**config.mk**
```make
export PLATFORM = sky130hd
export DESIGN_NAME = row_assembler
export DESIGN_NICKNAME = d
export VERILOG_FILES = /design/src/rtl/row_assembler.sv
export SDC_FILE = /design/constraint.sdc
export NUM_CORES = 1
export LEC_CHECK = 0
export ABC_AREA = 1
export CORE_ASPECT_RATIO = 1.4
export CORE_MARGIN = 2
export CORE_UTILIZATION = 60
export CTS_BUF_LIST = sky130_fd_sc_hd__clkbuf_16
export CTS_CLUSTER_DIAMETER = 40
export DETAILED_ROUTE_END_ITERATION = 10
export DONT_BUFFER_PORTS = 1
export HOLD_SLACK_MARGIN = 0.02
export PLACE_DENSITY = 0.76
export SKIP_LAST_GASP = 1
export SLEW_MARGIN = 20
export SYNTH_ARGS = -nofsm -noshare
export SYNTH_HDL_FRONTEND = slang
export SYNTH_SLANG_ARGS = --single-unit
```
**constraint.sdc**
```tcl
create_clock -name clock -period 2.05 [get_ports clock]
set_clock_uncertainty 0.15 [all_clocks]
set_input_delay 0 -clock clock [delete_from_list [all_inputs] [get_ports clock]]
set_output_delay 0 -clock clock [all_outputs]
set_load 0.05 [all_outputs]
```
**src/rtl/row_assembler.sv**
```systemverilog
// row_assembler: packs pairs of 64-bit pixel words into 120-bit, 15-pixel rows with a one-cycle
// active-low load strobe. Optional stall/starve counters are built when ROW_ASSEMBLER_STATS_EN is defined.
module row_assembler #(
   parameter int unsigned ROWS_PER_BLOCK = 15
) (
   input  logic           clock,
   input  logic           reset,
   input  logic           start,
   input  logic [7:0]     num_blocks,
   input  logic [63:0]    in_data,
   input  logic           in_valid,
   output logic           in_ready,
   input  logic           out_stall,
   output logic [119:0]   row_out,
   output logic           load_L,
   output logic [7:0]     row_idx,
   output logic           block_done,
   output logic           done,
   output logic           busy,
   output logic [31:0]    stall_cycles,
   output logic [31:0]    starve_cycles
);

   localparam logic [2:0] ST_IDLE = 3'd0;
   localparam logic [2:0] ST_LO   = 3'd1;
   localparam logic [2:0] ST_HI   = 3'd2;
   localparam logic [2:0] ST_EMIT = 3'd3;
   localparam logic [2:0] ST_FIN  = 3'd4;

   localparam logic [7:0] LAST_ROW = 8'(ROWS_PER_BLOCK - 1);

   logic [2:0]   state_q, state_d;
   logic [63:0]  lo_q, lo_d;
   logic [119:0] row_q, row_d;
   logic [7:0]   row_idx_q, row_idx_d;
   logic [7:0]   blk_cnt_q, blk_cnt_d;
   logic [7:0]   nblk_q, nblk_d;
   logic         in_ready_q, busy_q, done_q;
   logic         emit_fire, last_row, start_ok;

   assign start_ok  = (state_q == ST_IDLE) && start;
   assign emit_fire = (state_q == ST_EMIT) && !out_stall;
   assign last_row  = !(row_idx_q < LAST_ROW);

   always_comb begin
      state_d   = state_q;
      lo_d      = lo_q;
      row_d     = row_q;
      row_idx_d = row_idx_q;
      blk_cnt_d = blk_cnt_q;
      nblk_d    = nblk_q;
      case (state_q)
         ST_IDLE: begin
            if (start) begin
               if (num_blocks != 8'd0) begin
                  nblk_d    = num_blocks;
                  row_idx_d = '0;
                  blk_cnt_d = '0;
                  state_d   = ST_LO;
               end else begin
                  state_d = ST_FIN;
               end
            end
         end
         ST_LO: begin
            if (in_valid) begin
               lo_d    = in_data;
               state_d = ST_HI;
            end
         end
         ST_HI: begin
            // Top byte of the second word is padding; a row holds only 15 pixels.
            if (in_valid) begin
               row_d   = {in_data[55:0], lo_q};
               state_d = ST_EMIT;
            end
         end
         ST_EMIT: begin
            if (!out_stall) begin
               if (!last_row) begin
                  row_idx_d = row_idx_q + 8'd1;
                  state_d   = ST_LO;
               end else begin
                  row_idx_d = '0;
                  blk_cnt_d = blk_cnt_q + 8'd1;
                  state_d   = ((blk_cnt_q + 8'd1) == nblk_q) ? ST_FIN : ST_LO;
               end
            end
         end
         ST_FIN:  state_d = ST_IDLE;
         default: state_d = ST_IDLE;
      endcase
   end

   always_ff @(posedge clock) begin
      if (reset) begin
         state_q    <= ST_IDLE;
         lo_q       <= '0;
         row_q      <= '0;
         row_idx_q  <= '0;
         blk_cnt_q  <= '0;
         nblk_q     <= '0;
         in_ready_q <= 1'b0;
         busy_q     <= 1'b0;
         done_q     <= 1'b0;
      end else begin
         state_q    <= state_d;
         lo_q       <= lo_d;
         row_q      <= row_d;
         row_idx_q  <= row_idx_d;
         blk_cnt_q  <= blk_cnt_d;
         nblk_q     <= nblk_d;
         in_ready_q <= (state_d == ST_LO) || (state_d == ST_HI);
         busy_q     <= (state_d == ST_LO) || (state_d == ST_HI) || (state_d == ST_EMIT);
         done_q     <= (state_d == ST_FIN);
      end
   end

   assign in_ready   = in_ready_q;
   assign busy       = busy_q;
   assign done       = done_q;
   assign row_out    = row_q;
   assign row_idx    = row_idx_q;
   // Strobe and block_done must share the cycle in which out_stall drops, so both are combinational.
   assign load_L     = !emit_fire;
   assign block_done = emit_fire && last_row;

`ifdef ROW_ASSEMBLER_STATS_EN
   logic [31:0] stall_q, stall_d;
   logic [31:0] starve_q, starve_d;

   always_comb begin
      stall_d  = stall_q;
      starve_d = starve_q;
      if (start_ok) begin
         stall_d  = '0;
         starve_d = '0;
      end else begin
         if ((state_q == ST_EMIT) && out_stall && (stall_q != '1)) begin
            stall_d = stall_q + 32'd1;
         end
         if (((state_q == ST_LO) || (state_q == ST_HI)) && !in_valid && (starve_q != '1)) begin
            starve_d = starve_q + 32'd1;
         end
      end
   end

   always_ff @(posedge clock) begin
      if (reset) begin
         stall_q  <= '0;
         starve_q <= '0;
      end else begin
         stall_q  <= stall_d;
         starve_q <= starve_d;
      end
   end

   assign stall_cycles  = stall_q;
   assign starve_cycles = starve_q;
`else
   assign stall_cycles  = '0;
   assign starve_cycles = '0;
`endif

endmodule
```
Word-level counts from Yosys, hierarchy flattened
Cells that the tools add are included.
Word-level totals
  output and inout bits: 197
  bits in registers: 214
  input port bits: 77
Operators by class
  equal/unequal tests: 12
  magnitude comparators: 1
  muxes and demuxes: 16
  reduce and logical (&&, ||, !) cells: 15
  add/subtract/negate cells: 2
Operator list (count)
  8-bit 2-to-1 mux: 6
  8-bit one-hot mux with 2 select lines: 2
  3-bit 2-to-1 mux: 7
  8-bit by 1-bit adder with 8-bit output (second input constant): 2
  3-bit by 2-bit equality test with 1-bit output (second input constant): 4
  3-bit one-hot mux with 4 select lines: 1
  8-bit equality test: 1
  8-bit by 4-bit less-than comparator with 1-bit output (second input constant): 1
  8-bit nonzero test: 1
  3-bit by 1-bit equality test with 1-bit output (second input constant): 2
  2-bit inequality test (second input constant): 3
  5-bit AND reduction: 1
  2-bit AND reduction: 2
  4-bit AND reduction: 1
  3-bit equality test (second input constant): 1
  1-bit zero test: 3
  3-bit zero test: 1
  3-bit AND reduction: 1
  1-bit logical AND: 2
  1-bit logical OR: 2
  2-bit by 1-bit inequality test with 1-bit output (second input constant): 1
  2-bit nonzero test: 1

Longest topological paths before layout
Gate-level depths: netlist (run 1).
  depth in word-level cells: 9
  mapped depth: 14

Worst setup path before layout (run 1)
No wires, ideal clock.
  kind: register -> output
  start: reg state_q[1]
  end: out block_done
  required time: 1.900 ns
  slack: -0.059 ns
  arrival time: 1.959 ns
  path buffers: 0
  cell stages (with the launch flop): 7
  cell sequence: dfxtp_1 -> inv_1 -> nor2_2 -> inv_2 -> nor2_4 -> nand2_1 -> a31oi_1
On the way
  word-level cells in the longest chain between the ends: 3
Ends and longest elaborated chain
  start, declared: line 32  | logic [2:0] state_q, state_d;
  start signal, assigned: line 107  | state_q <= state_d;
  3-bit by 2-bit equality test with 1-bit output: line 42  | assign emit_fire = (state_q == ST_EMIT) && !out_stall;
  1-bit logical AND: line 42
  1-bit logical AND: line 126  | assign block_done = emit_fire && last_row;
  end, declared: line 17  | output logic block_done,
No other way between the ends.

Final worst setup path (run 1)
Same ends and word-level chain as after synthesis.

==> impl_metrics.py, run 1 <==
metrics = {
    "synth": {
        "ys_ff_latch": 214,
        "ys_warn_count": 0,
        "synth_edf_count": 0,
        "synthDistinctLibCells": 34,
        "yosysMostFrequentCell": "dfxtp_1",
        "yosysSeqAreaShare_pct": 52.1,
        "syn_area_per_cell_sq_um": 7.98,
        "netlist_area_sq_um": 8230,
        "ys.flop_type": "dfxtp_1",
        "synth_top_area_share_pct": 52.1,
        "synthCells": 1031,
        "synth_common_cells": "dfxtp_1 (214), o21ai_0 (196), nor2_1 (148), a21oi_1 (147), inv_1 (89)",
        "synth_area_leaders": "dfxtp_1 (52%), o21ai_0 (12%), a21oi_1 (8.9%)",
        "yosysTopAreaCell": "dfxtp_1",
        "async_flop_share_pct": 0,
    },
    "timing": {
        "hold_viol": 0,
        "slew_violations": 0,
        "grt_setup_unrepaired": "yes",
        "min_period_ns": 1.97,
        "fin_ws_ns": 0.0761,
        "max_slew.worst_pin.slew_ns": 0.599,
        "fmax_ghz": 0.507,
        "fin_crit_sh_pct": 96.3,
        "tns_ns": 0,
        "slew_headroom_pct": 59.9,
        "holdWs_ns": 0.0470,
        "setup_viol": 0,
    },
    "hold_path": {
        "hp-class": "primary input to flop",
        "whs_path_depth": 3,
        "min_from": "num_blocks[3]",
        "hold_end": "nblk_q[3]$_SDFFE_PP0P_",
    },
    "global_routing": {
        "antenna_found_initial": 0,
        "grt_pass1_vias": 6839,
        "grt_pass1_wl_mm": 32.3,
        "grt_use_total_pct": 27.1,
        "grt_overflow": 0,
        "grt_max_degree": 80,
    },
    "cts": {
        "cts_buffers": 24,
        "clk_latency_ns": 0.50,
        "path_clk_slew_ns": 0.06,
        "cts_tree": "done",
        "cts_buffer_depth": 3,
        "root_buffer": "clkbuf_16",
        "cts_max_level": 1,
        "cts.sinks": 214,
    },
    "route": {
        "dr.pass1.iters": 5,
        "final_antenna_net_count": 0,
        "drt_iter0_drc": 318,
        "wire_per_inst_um": 15.5,
        "vias": 7038,
        "viasPerCell": 5.27,
        "drc": 0,
        "wl_mm": 20.7,
    },
    "place": {
        "gp_congestion": 0.881,
        "io_buffers": 0,
        "place_ws_ns": 0.0562,
        "dp_hpwl_mm": 12.1,
        "placed_area_sq_um": 8570,
        "dp_cells": 1215,
    },
    "setup_path": {
        "r2r_start": "state_q[2]$_SDFF_PP0_",
        "crit_required_ns": 1.90,
        "cp_cell_sequence": "inv_1 > nor2_2 > inv_2 > nor2_4 > nand2_4 > buf_4 > a31oi_2 > buf_6",
        "start_kind": "flop",
        "r2r_setup_slack_ns": 0.08,
        "worstPathArrival_ns": 1.82,
        "r2r_end": "in_ready$_SDFF_PP0_",
        "critical_path_class": "flop to primary output",
        "cpPeakStageDelay_ns": 0.36,
        "end_kind": "primary output",
        "reg2reg_depth": 7,
        "path_max_fanout": 3,
        "slowest_stage": "dfxtp_1",
        "critPathLaunch": "state_q[1]$_SDFF_PP0_",
    },
    "pwr": {
        "seqPwrFrac_pct": 46.1,
        "switchingPower_mw": 3.27,
        "clkPwrFrac_pct": 39.3,
        "power.total_mw": 10.8,
        "leakage_nw": 4.10,
        "swShare_pct": 30.3,
        "power.density_nw_per_um2": 1060,
        "p_comb_share_pct": 14.6,
        "ir_drop_mv": 0.807,
        "p_int_mw": 7.52,
    },
    "cells_and_area": {
        "fin_area_sq_um": 10200,
        "finish.utilization_pct": 76.0,
        "drive_gt1_share_pct": 11.4,
        "final_cells": 1335,
        "syn_to_final_growth_pct": 23.7,
        "n_antenna_cell": 0,
        "layout.nets": 1217,
    },
    "floorplan": {
        "ios": 274,
        "die_x_um": 103,
        "fp.dieArea_sq_um": 14700,
        "core_region_area_sq_um": 13400,
        "start_util_pct": 61.5,
        "die_h_um": 143,
        "row_count": 50,
    },
    "status": {
        "outcome": "finished clean",
    },
    "flow_run": {
        "drv_cap": 0,
    },
}
critical path: cells and delay by family, from the launching register on:
kind,cells,cell delay [ns]
AO/OA/AOI/OAI,1,0.14
buffers and inverters,4,0.48
flip-flops,1,0.36
AND/OR/NAND/NOR,3,0.33
layout by cell type, fill, tap and decap left out, types with 3 or more instances in the layout:
cell type	instances
dfxtp_1	212
clkbuf_16	25
nand2_1	47
buf_12	8
clkinv_1	5
a21oi_1	147
conb_1	64
nor2_2	6
nor3_1	4
buf_4	59
nand4_1	6
inv_6	3
nand2_4	3
nor2_1	145
nand3_1	17
dlygate4sd3_1	79
bufinv_16	3
nand2_2	5
o21ai_0	196
inv_1	90
worst max path at each step:
stage	to	slack (ns)
floorplan	blk_cnt_q[6]$_SDFFE_PP0P_	0.09
detailed placement	blk_cnt_q[7]$_SDFFE_PP0P_	0.06
finish	block_done	0.08
global placement	blk_cnt_q[7]$_SDFFE_PP0P_	0.14
global route	in_ready$_SDFF_PP0_	-0.02
CTS	in_ready$_SDFF_PP0_	0.03
routing by layer:
| layer | GRT usage (%) | up-vias | part of all wire (%) | wire length [um] |
|---|---|---|---|---|
| met1 | 30.8 | 3230 | 37 | 7710 |
| li1 | - | 3451 | - | - |
| met2 | 47.4 | 294 | 51 | 10500 |
| met4 | 10.7 | 0 | 3.6 | 743 |
| met5 | 0 | - | 0 | 0 |
| met3 | 7.51 | 63 | 8.2 | 1690 |
power groups by stage:
stage | Combinational (mW) | Sequential [mW] | Clock, mW
6_report | 1.58 | 4.98 | 4.23
5_1_grt | 1.73 | 5.00 | 4.46
3_5_place_dp | 1.39 | 5.06 | 0
2_1_floorplan | 1.01 | 5.22 | 0
4_1_cts | 1.55 | 4.97 | 4.30
3_3_place_gp | 1.36 | 5.05 | 0
layout make-up:
| class | instances | area, sq um |
|---|---|---|
| clock inverters | 16 | 164 |
| well taps | 182 | 228 |
| repair buffers | 147 | 1410 |
| fillers | 920 | 3210 |
| multi-input cells | 659 | 3110 |
| clock buffers | 25 | 626 |
| flip-flops and latches | 214 | 4290 |
| inverters | 92 | 355 |
sequential cells by signal, summed over array words and instances (netlist names):
signal     count
blk_cnt_q      8
busy           1
done           1
in_ready       1
lo_q          64
nblk_q         8
row_idx        8
row_out      120
state_q        3
what timing repair did:
action / 4_1_cts / 5_1_grt
hold buffers: 79 / 0
pin swaps: 0 / 2
buffers inserted: 0 / 0
setup endpoints to repair: 1 / 12
resized for setup: 2 / 9
endpoints found under the hold margin: 214 / 0
cells by family after synthesis:
kind of cell | synth area share, %
buffers and inverters | 13.5
other | 0.0456
flip-flops | 52.1
AND/OR/NAND/NOR | 12.7
XOR/XNOR | 0.106
AO/OA/AOI/OAI | 21.3
adder cells (fa/ha/maj) | 0.304
Note: power is estimated with default switching activity, not from simulation.
==> inputs of run 2 (changes only) <==
--- a/config.mk
+++ b/config.mk
@@ -14,7 +14,7 @@
 export DETAILED_ROUTE_END_ITERATION = 10
 export DONT_BUFFER_PORTS = 1
 export HOLD_SLACK_MARGIN = 0.02
-export PLACE_DENSITY = 0.76
+export PLACE_DENSITY = 0.86
 export SKIP_LAST_GASP = 1
 export SLEW_MARGIN = 20
 export SYNTH_ARGS = -nofsm -noshare
==> run 2 against run 1 <==
Effect of this change:
- setup slack lost 0.0052 ns
- critical endpoint unchanged
- count of clock-buffer cells in the layout fell by 2
- critical path type unchanged
- sequential share of layout area increased by 0.18 points
==> impl_metrics.py, run 2 (synthesis results as in run 1) <==
metrics = {
    "cells_and_area": {
        "final_cells": 1334,
        "syn_to_final_growth_pct": 23.3,
        "drive_gt1_share_pct": 12.2,
        "final_cell_mix": "dfxtp_1 (209), o21ai_0 (196), a21oi_1 (147)",
        "layout.nets": 1216,
        "layout_commonest_cell": "dfxtp_1",
        "largest_register_ffs": 120,
        "n_antenna_cell": 0,
    },
    "setup_path": {
        "critPathLaunch": "state_q[1]$_SDFF_PP0_",
        "path_max_fanout": 3,
        "worstPathArrival_ns": 1.83,
        "start_kind": "flop",
        "end_kind": "primary output",
        "crit_required_ns": 1.90,
        "r2r_start": "state_q[1]$_SDFF_PP0_",
        "critical_path_class": "flop to primary output",
    },
    "global_routing": {
        "grt_overflow": 0,
        "grt_pass1_wl_mm": 33.9,
        "antenna_found_initial": 0,
        "grt_max_degree": 85,
        "grt_use_total_pct": 28.8,
        "grt_pass1_vias": 7178,
    },
    "timing": {
        "holdWs_ns": 0.0766,
        "slew_headroom_pct": 58.4,
        "max_slew.worst_pin.slew_ns": 0.622,
        "grt_setup_unrepaired": "yes",
        "hold_viol": 0,
        "slew_violations": 0,
        "fin_crit_sh_pct": 96.5,
        "fmax_ghz": 0.505,
        "min_period_ns": 1.98,
        "fin_ws_ns": 0.0709,
        "setup_viol": 0,
        "tns_ns": 0,
    },
    "status": {
        "outcome": "finished clean",
    },
    "cts": {
        "path_clk_slew_ns": 0.06,
        "root_buffer": "clkbuf_16",
        "clk_latency_ns": 0.49,
        "cts_buffer_depth": 3,
        "cts_buffers": 22,
        "cts_max_level": 1,
        "cts.sinks": 214,
        "cts_tree": "done",
    },
    "hold_path": {
        "min_from": "num_blocks[2]",
        "hp-class": "primary input to flop",
    },
    "place": {
        "gp_congestion": 0.938,
        "io_buffers": 0,
        "dp_hpwl_mm": 12.5,
        "dp_cells": 1217,
        "place_ws_ns": 0.0543,
    },
    "route": {
        "viasPerCell": 5.49,
        "drc": 0,
        "dr.pass1.iters": 5,
        "wire_per_inst_um": 16.4,
        "drt_iter0_drc": 330,
        "vias": 7326,
        "final_antenna_net_count": 0,
        "wl_mm": 21.8,
    },
    "floorplan": {
        "die_x_um": 103,
        "start_util_pct": 61.5,
        "core_region_area_sq_um": 13400,
        "fp.dieArea_sq_um": 14700,
        "ios": 274,
        "row_count": 50,
        "die_h_um": 143,
    },
    "pwr": {
        "leakage_nw": 4.07,
        "power.density_nw_per_um2": 1040,
        "ir_drop_mv": 1.03,
        "power.total_mw": 10.6,
    },
    "flow_run": {
        "drv_cap": 0,
    },
}
## run 2: changes by cell type in the layout (fill, tap and decap cells not counted), sizes merged
| cell | before | now |
|---|---|---|
| buf | 68 | 71 |
| clkbuf | 25 | 23 |
| dlygate4sd3 | 79 | 77 |
| bufinv | 3 | 2 |
| clkinv | 8 | 9 |
| clkinvlp | 0 | 1 |
| inv | 97 | 96 |
## run 2: power by group
part	leakage [nW]	internal, mW	switching (mW)
clock	0.358	2.32	1.66
sequential	1.74	4.47	0.520
combinational	1.97	0.465	1.14
## run 2: repair_timing
| item | CTS | global route |
|---|---|---|
| hold buffers | 77 | 0 |
| endpoints found under the hold margin | 214 | 0 |
| endpoints found under the setup margin | 2 | 8 |
| resized for setup | 2 | 17 |
| setup buffers | 0 | 1 |
| pin swaps | 0 | 3 |
## run 2: critical path, stage by stage, from the launching register on
cell and delay (ns):
dfxtp_1 0.36, inv_1 0.07, nor2_2 0.09, inv_2 0.06, nor2_4 0.11, nand2_4 0.14
buf_4 0.17, a31oi_2 0.15, buf_6 0.18
## run 2: final timing paths
check | end | depth (start not counted) | slack, ns
worst min-delay path | nblk_q[2]$_SDFFE_PP0P_ | 3 | 0.08
worst min register to register | row_out[45]$_SDFFE_PP0P_ | 2 | 0.30
worst max-delay path | block_done | 8 | 0.07
worst max register to register | row_out[86]$_SDFFE_PP0P_ | 8 | 0.13
## run 2: metal layers
layer	GRT usage (%)	vias to the layer above	routed length [um]
li1	-	3463	-
met5	0	-	0
met1	30.4	3352	7650
met4	16.3	0	1270
met2	49.8	403	11100
met3	8.64	108	1870
## run 2: metrics by stage
step | utilization [%] | area, sq um
after floorplan | - | 8470
final | 75.8 | 10100
after global placement | 64.1 | 8580
after CTS | 75.3 | 10100
after detailed placement | 64.1 | 8580
after global routing | 75.8 | 10100
## run 2: area by class of cell
class	instances	area, sq um
flip-flops and latches	214	4290
fillers	830	3240
multi-input cells	659	3140
repair buffers	148	1410
clock buffers	23	576
inverters	92	355
well taps	182	228
clock inverters	16	153
